File: src/rtl/fnv_pkg.sv
// Shared FNV-1a 32-bit constants, FSM state encoding and digest byte selection.
package fnv_pkg;

    localparam logic [31:0] FNV32_OFFSET_BASIS = 32'h811C9DC5;
    localparam logic [31:0] FNV32_PRIME        = 32'h01000193;

    // ABSORB takes message octets, EMIT drives the four digest octets out.
    typedef enum logic {
        ABSORB = 1'b0,
        EMIT   = 1'b1
    } state_t;

    // Returns digest octet number idx (0 = first on the wire).
    // msb_first=1 sends bits [31:24] first, msb_first=0 sends bits [7:0] first.
    function automatic logic [7:0] digest_byte(
        input logic [31:0] h,
        input logic [1:0]  idx,
        input bit          msb_first
    );
        logic [1:0] sel;
        sel = msb_first ? (2'd3 - idx) : idx;
        return h[{sel, 3'b000} +: 8];
    endfunction

endpackage

File: src/rtl/fnv1a_step.sv
// One FNV-1a round: xor in an octet, then multiply by the 32-bit FNV prime.
// The prime 0x01000193 = 2^24 + 2^8 + 2^7 + 2^4 + 2^1 + 2^0, so the multiply
// is a fixed shift-add tree that closes in a single cycle without a DSP.
module fnv1a_step (
    input  logic [31:0] hash_in,
    input  logic [7:0]  octet,
    output logic [31:0] hash_out
);

    logic [31:0] w_x;

    // Xor stage followed by the constant-multiply shift-add, all mod 2^32.
    always_comb begin
        w_x      = hash_in ^ {24'b0, octet};
        hash_out = (w_x << 24) + (w_x << 8) + (w_x << 7)
                 + (w_x << 4)  + (w_x << 1) + w_x;
    end

endmodule

File: src/rtl/fnv1a_octet_hasher.sv
// FNV-1a 32-bit octet hasher: absorbs one octet per cycle until in_last, then
// emits the digest as four octets.
//
// Handshakes on both sides: a transfer happens on a rising clk edge where
// valid && ready are both high. The producer holds in_data/in_last stable while
// in_valid is high and in_ready is low; this block holds out_data/out_last
// stable while out_valid is high and out_ready is low.
module fnv1a_octet_hasher
    import fnv_pkg::*;
#(
    parameter bit MSB_FIRST = 1'b1,
    parameter int MSG_CNT_W = 8
) (
    input  logic                 clk,
    input  logic                 reset,
    input  logic                 in_valid,
    input  logic [7:0]           in_data,
    input  logic                 in_last,
    output logic                 in_ready,
    output logic                 out_valid,
    output logic [7:0]           out_data,
    output logic                 out_last,
    input  logic                 out_ready,
    output logic                 busy,
    output logic [MSG_CNT_W-1:0] msg_count,
    output logic                 dbg_state
);

    localparam logic [MSG_CNT_W-1:0] CNT_ONE = {{(MSG_CNT_W-1){1'b0}}, 1'b1};

    state_t               r_state;
    logic [31:0]          r_hash;
    logic [1:0]           r_byte_idx;
    logic                 r_started;
    logic [MSG_CNT_W-1:0] r_msg_count;
    logic                 r_out_valid;
    logic [7:0]           r_out_data;
    logic                 r_out_last;

    logic [31:0]          w_hash_next;
    logic                 w_accept;
    logic [1:0]           w_idx_next;

    fnv1a_step u_step (
        .hash_in  (r_hash),
        .octet    (in_data),
        .hash_out (w_hash_next)
    );

    // Ready only in ABSORB, and never while reset is held low.
    assign in_ready   = reset && (r_state == ABSORB);
    assign w_accept   = in_valid && in_ready;
    assign w_idx_next = r_byte_idx + 2'd1;

    assign out_valid  = r_out_valid;
    assign out_data   = r_out_data;
    assign out_last   = r_out_last;
    assign busy       = r_started || (r_state == EMIT);
    assign msg_count  = r_msg_count;
    assign dbg_state  = (r_state == EMIT);

    // Hasher FSM: absorbs octets, then walks the digest out one octet per handshake.
    // Output octets are registered; the next one is preloaded on each handshake.
    always_ff @(posedge clk) begin
        if (!reset) begin
            r_state     <= ABSORB;
            r_hash      <= FNV32_OFFSET_BASIS;
            r_byte_idx  <= 2'd0;
            r_started   <= 1'b0;
            r_msg_count <= '0;
            r_out_valid <= 1'b0;
            r_out_data  <= 8'h00;
            r_out_last  <= 1'b0;
        end else begin
            case (r_state)
                ABSORB: begin
                    if (w_accept) begin
                        r_hash    <= w_hash_next;
                        r_started <= 1'b1;
                        if (in_last) begin
                            // Digest is w_hash_next; present its first octet next cycle.
                            r_state     <= EMIT;
                            r_byte_idx  <= 2'd0;
                            r_out_valid <= 1'b1;
                            r_out_data  <= digest_byte(w_hash_next, 2'd0, MSB_FIRST);
                            r_out_last  <= 1'b0;
                        end
                    end
                end
                EMIT: begin
                    if (out_ready) begin
                        if (r_byte_idx == 2'd3) begin
                            // Final octet taken: rearm for the next message.
                            r_state     <= ABSORB;
                            r_hash      <= FNV32_OFFSET_BASIS;
                            r_byte_idx  <= 2'd0;
                            r_started   <= 1'b0;
                            r_msg_count <= r_msg_count + CNT_ONE;
                            r_out_valid <= 1'b0;
                            r_out_data  <= 8'h00;
                            r_out_last  <= 1'b0;
                        end else begin
                            r_byte_idx <= w_idx_next;
                            r_out_data <= digest_byte(r_hash, w_idx_next, MSB_FIRST);
                            r_out_last <= (w_idx_next == 2'd3);
                        end
                    end
                end
                default: begin
                    r_state <= ABSORB;
                end
            endcase
        end
    end

endmodule

File: config.mk
export PLATFORM = sky130hd
export DESIGN_NAME = fnv1a_octet_hasher
export DESIGN_NICKNAME = d
export VERILOG_FILES = /design/src/rtl/fnv_pkg.sv /design/src/rtl/fnv1a_step.sv /design/src/rtl/fnv1a_octet_hasher.sv
export SDC_FILE = /design/constraint.sdc
export NUM_CORES = 1
export LEC_CHECK = 0
export CAP_MARGIN = 20
export CELL_PAD_IN_SITES_DETAIL_PLACEMENT = 1
export CELL_PAD_IN_SITES_GLOBAL_PLACEMENT = 2
export CORE_MARGIN = 1
export CORE_UTILIZATION = 35
export DETAILED_ROUTE_END_ITERATION = 10
export GPL_TIMING_DRIVEN = 0
export PLACE_DENSITY = 0.81
export SLEW_MARGIN = 25
export SYNTH_ARGS = -nofsm -noshare
export SYNTH_HDL_FRONTEND = slang
export SYNTH_SLANG_ARGS = --single-unit
export TNS_END_PERCENT = 1
File: constraint.sdc
create_clock -name clk -period 4.15 [get_ports clk]
set_clock_uncertainty 0.15 [all_clocks]
set_input_delay 0.6225 -clock clk [delete_from_list [all_inputs] [get_ports clk]]
set_output_delay 0.6225 -clock clk [all_outputs]
set_load 0.01 [all_outputs]
; Word-level counts from Yosys, hierarchy flattened
; Index checks and enable logic that the tools add are counted.
[totals]
regBits = 54
inputBits = 13
out_inout_bits = 21
word_cells = 63
[op_classes]
add_sub_neg = 8
eq_ne = 6
shifts = 1
n_mux = 31
bitwise_logic = 2
n_reduce_logical = 7
[ops]
columns = cell, count
row1 = $add 32x32->32, 5
row2 = $mux 32, 3
row3 = $pmux 32 s2, 1
row4 = $mux 8, 4
row5 = $shiftx 32x6->8, 1
row6 = $xor 32x8->32, 1
row7 = $pmux 8 s2, 1
row8 = $mux 1, 13
row9 = $reduce_and 3->1, 3
row10 = $add 8x1->8 const B, 1
row11 = $mux 2, 4
row12 = $pmux 1 s2, 4
row13 = $ne 2x2->1 const B, 3
row14 = $eq 2x2->1 const B, 2
row15 = $pmux 2 s2, 1
row16 = $reduce_and 4->1, 1
row17 = $add 2x1->2 const B, 1
row18 = $logic_and 1x1->1, 2
row19 = $ne 2x1->1 const B, 1
row20 = $sub 2x2->2 const A, 1
row21 = $logic_or 1x1->1, 1
row22 = $not 1->1, 1

; Logic depth before layout (Yosys ltp)
[logic_depth]
depth_word = 9
depth_mapped = 16
mapped_depth_nobuf = 16

; Modules after synthesis
; A second synthesis with hierarchy kept.
[hier_totals]
hier_cells = 734
hier_area_um2 = 6388.6
[modules_own_cells]
columns = module, n_inst, cells_each, area_each_um2
row1 = fnv1a_step, 1, 454, 3968.8
row2 = fnv1a_octet_hasher, 1, 280, 2419.8

; Worst setup path before layout
; OpenSTA, ideal clock, no wires.
[synth_path]
path_kind = in2reg
startpoint = in in_data[0]
endpoint = reg r_out_data[2], in the netlist out_data[2]
setup_ps = 74
arrival_time_ps = 4302
setup_slack_ps = -376
path_stages = 15
path_buffers = 1
cell_sequence = xor2_1 > fa_1 > fa_1 > inv_1 > fa_1 > inv_1 > ha_1 > buf_2 > nand2_1 > nor2_1 > and3_1 > o21ai_2 > and3b_1 > or4_1 > a31oi_1
[synth_between]
elab_chain_cells = 9
[synth_lines]
columns = element, line
row1 = start: declaration, fnv1a_octet_hasher.sv:17  ; input logic [7:0] in_data,
row2 = $xor 32x8->32 (*), fnv1a_step.sv:14  ; w_x = hash_in ^ {24'b0, octet};
row3 = $add 32x32->32 (2 in series), fnv1a_step.sv:15  ; hash_out = (w_x << 24) + (w_x << 8) + (w_x << 7)
row4 = $add 32x32->32 (2 in series), fnv1a_step.sv:16  ; + (w_x << 4) + (w_x << 1) + w_x;
row5 = $add 32x32->32 (*), fnv1a_step.sv:16
row6 = $mux 8 (*), fnv1a_octet_hasher.sv:80  ; if (in_last) begin
row7 = $mux 8 (*), fnv1a_octet_hasher.sv:77  ; if (w_accept) begin
row8 = $pmux 8 s2 (*), fnv1a_octet_hasher.sv:75  ; case (r_state)
row9 = end signal: assignment, fnv1a_octet_hasher.sv:85  ; r_out_data <= digest_byte(w_hash_next, 2'd0, MSB_FIRST);
row10 = end signal: assignment, fnv1a_octet_hasher.sv:104  ; r_out_data <= digest_byte(r_hash, w_idx_next, MSB_FIRST);
row11 = end: declaration, fnv1a_octet_hasher.sv:37  ; logic [7:0] r_out_data;
; Every way passes the cells marked *; elsewhere a longest branch is shown, timed or not. The select of a mux whose other input is x is not followed.
; A chain may end at the register's enable or synchronous reset.

; Worst setup path in the final report
[layout_path]
startpoint = in in_data[6]
endpoint = reg r_out_data[3], in the netlist out_data[3]
; Same word-level chain as after synthesis.

==> results by group <==
Critical path
  • Reg2Reg Launch Point: r_hash[9]
  • WP depth: 18
  • Crit Path Class: primary input to flop
  • CP Cell Sequence: clkdlybuf4s15_2 > xnor2_4 > inv_4 > buf_4 > ha_1 > inv_1 > fa_1 > inv_1 > ha_1 > ha_4 > o211ai_1 > nor2_2 > o41ai_4 > buf_4 > o311ai_4 > a221oi_2 > xnor2_2 > a32o_1
  • Worst path arrival time: 4440 ps
  • Critical Path Sink Type: flop
  • CP startpoint: in_data[6]
  • Worst Path Buf+Inv: 6
  • CP required: 4190 ps
  • Critical path's slowest cell: fa_1
  • Crit path max fanout: 4
  • Critical Path Start Type: primary input
  • Slowest stage delay, CP: a little over 500 ps
  • Crit path max-delay family: adder cells
  • Length in cells of the worst reg-to-reg path: 16

Logic synthesis
  • Net Count, Synth: 886
  • Synth warnings: 0
  • Asr flop ratio synth: 0%
  • Synth top cells by count: inv_1, fa_1, ha_1
  • Synthesized netlist cell count: roughly 730
  • Synth area leaders: fa_1, dfxtp_1, ha_1, inv_1, xnor2_1
  • EDFF count, synth: 0
  • Ys flop type: dfxtp_1
  • Post-synthesis cell type count: 62
  • Largest area contributor in the netlist: fa_1
  • Mapped Area: ~6400 sq um
  • Syn avg cell area: 8.79 sq um
  • Sequential area share after synthesis: 16.8%
  • Synth top area share: 24.2%
  • #FFs+latches synth: 54
  • Top-count cell post-synth: inv_1

Detailed routing
  • Routed len/inst: about 20 um
  • Total Wirelength: 21.8 mm
  • DRC: 0
  • Iter 0 DRT Violations: about 240
  • Vias: 5653
  • Antenna-violating nets left: 0
  • Vias per cell: 5.31
  • DR pass1 iterations: 4

Hold path
  • Worst hold path depth: 2
  • HP Start: r_started
  • Worst hold path type: flop to flop

Place
  • Placed Area: 7230 sq um
  • Inst Count DP: 995
  • Gpl congestion: roughly 0.87
  • Hpwl dp: around 17 mm
  • Buffers on Ports: 33

STA
  • Fmax: 0.227 GHz
  • Worst slew margin: 51.6%
  • Tcrit/Tclk final: 106%
  • Setup violators final: 20
  • Max-slew violations: 0
  • Setup slack after layout: -249 ps
  • Hold Vio Cnt, Final: 0
  • Slew @ Worst Pin: between 700 and 800 ps
  • Tmin final: 4400 ps
  • RSZ-0062 raised after global routing: yes

Clocking
  • Num CTS Buffers: 5
  • CTS Sinks: between 50 and 60
  • Hold Buf Count CTS: 0
  • Clk buf depth: 2
  • CTS tree: done
  • H-tree levels: 2
  • Clk Tree Root Cell: clkbuf_16
  • Clock latency on the worst-skew pair: 300 ps
  • Clk slew on worst S/H paths: 70 ps

Global route
  • Total track usage: about a quarter
  • Antenna violations before repair: 0
  • Grt total ovfl: 0
  • Largest net degree at the start of global routing: 17
  • First-pass GRT wire length: 34.0 mm
  • Vias in the first global route: 6311

Floorplan
  • Die height: 138 um
  • Width of the die: 138 um
  • Initial core utilization: 35.7%
  • Row count: 49
  • Core area: 18000 sq um
  • Die footprint: 18900 sq um
  • IO Count: 34

Outcome
  • Status: complete, but fails checks
  • Violated checks: setup timing

Final layout
  • Non-filler cells, final: 1064
  • Share of post-route cells with drive strength above 1: 27.1%
  • Area Growth Syn to Fin: 35.0%
  • Diodes inserted: 0
  • Fin nets: around 990
  • Final Cell Area: 8690 sq um

Run
  • Maxcap violations: 0
-- state kept, by name, indices dropped and copies added, names as in the netlist --
signal / count
msg_count: 8
out_last: 1
out_valid: 1
out_data: 8
r_byte_idx: 2
r_hash: 32
r_started: 1
dbg_state: 1
-- logic make-up (layout without fill, tap and decap cells) --
kind of cell	count (synthesis)	in the layout	share of synthesized area, %
compound gates	168	168	17.1
flops	54	54	16.8
mux	8	8	2.80
fa+ha+maj	140	140	36.3
simple gates	131	131	9.46
xor+xnor	48	48	6.53
buf+inv	184	286	11.0
-- stage by stage --
stage               util (%)  TNS (ps)  setup slack, ps  hold slack [ps]
floorplan                  -      -178            -61.4              279
global placement        40.1    -33030            -1480              297
detailed placement      40.1    -34330            -1500              308
CTS                     47.2     -2520             -267              319
global route            48.2     -7060             -385              334
finish                  48.2     -3410             -249              314
-- cells in the final DEF (no fill, tap or decap), drive strengths merged, types with 6 or more instances in the layout --
cell and instances:
a211oi 6, a21o 13, a21oi 44, a22oi 7, a31oi 7, and3 6
buf 73, clkbuf 19, clkdlybuf4s50 25, dfxtp 54, fa 78, ha 62
inv 160, mux4 8, nand2 43, nand3 11, nor2 40, nor3 7
o21a 7, o21ai 32, o21bai 7, o22ai 16, xnor2 32, xor2 16
-- worst paths after layout --
path	end	slack [ps]
max reg2reg	out_data[3]	-240
min	r_started	310
min reg2reg	r_started	310
max	out_data[3]	-250
-- worst reg2reg max path: cells and delay by family (launching register included) --
| family | cells | cell delay, ps |
|---|---|---|
| AO/OA/AOI/OAI | 5 | 1170 |
| buffers and inverters | 5 | 420 |
| AND/OR/NAND/NOR | 1 | 100 |
| adder cells (fa/ha/maj) | 4 | 1930 |
| flip-flops | 1 | 360 |
| XOR/XNOR | 1 | 170 |
-- what timing repair did --
item,4_1_cts,5_1_grt
resized for setup,168,31
buffers inserted,54,10
pin swaps,71,34
cloned,0,0
setup endpoints to repair,32,25
-- area by class of cell --
| cell class | instances | area [sq um] |
|---|---|---|
| Fill cell | 2008 | 9330 |
| Clock buffer | 6 | 139 |
| Multi-Input combinational cell | 495 | 5440 |
| Inverter | 163 | 638 |
| Clock inverter | 2 | 60.1 |
| Timing Repair Buffer | 97 | 891 |
| Sequential cell | 54 | 1110 |
| Buffer | 18 | 121 |
| Tap cell | 229 | 287 |
-- metal layers --
metal / global-route usage, % / wire, um / vias to the layer above / part of all wire [%]
met5: 0 / 0 / - / 0
met4: 7.02 / 528 / 0 / 2.4
met3: 2.39 / 608 / 29 / 2.8
met2: 45.0 / 11500 / 101 / 53
met1: 29.0 / 9210 / 2903 / 42
li1: - / - / 2620 / -
Power is left out: the tool's default activity adds up to more than one toggle a clock period on the data nets, which glitch-free logic cannot reach.
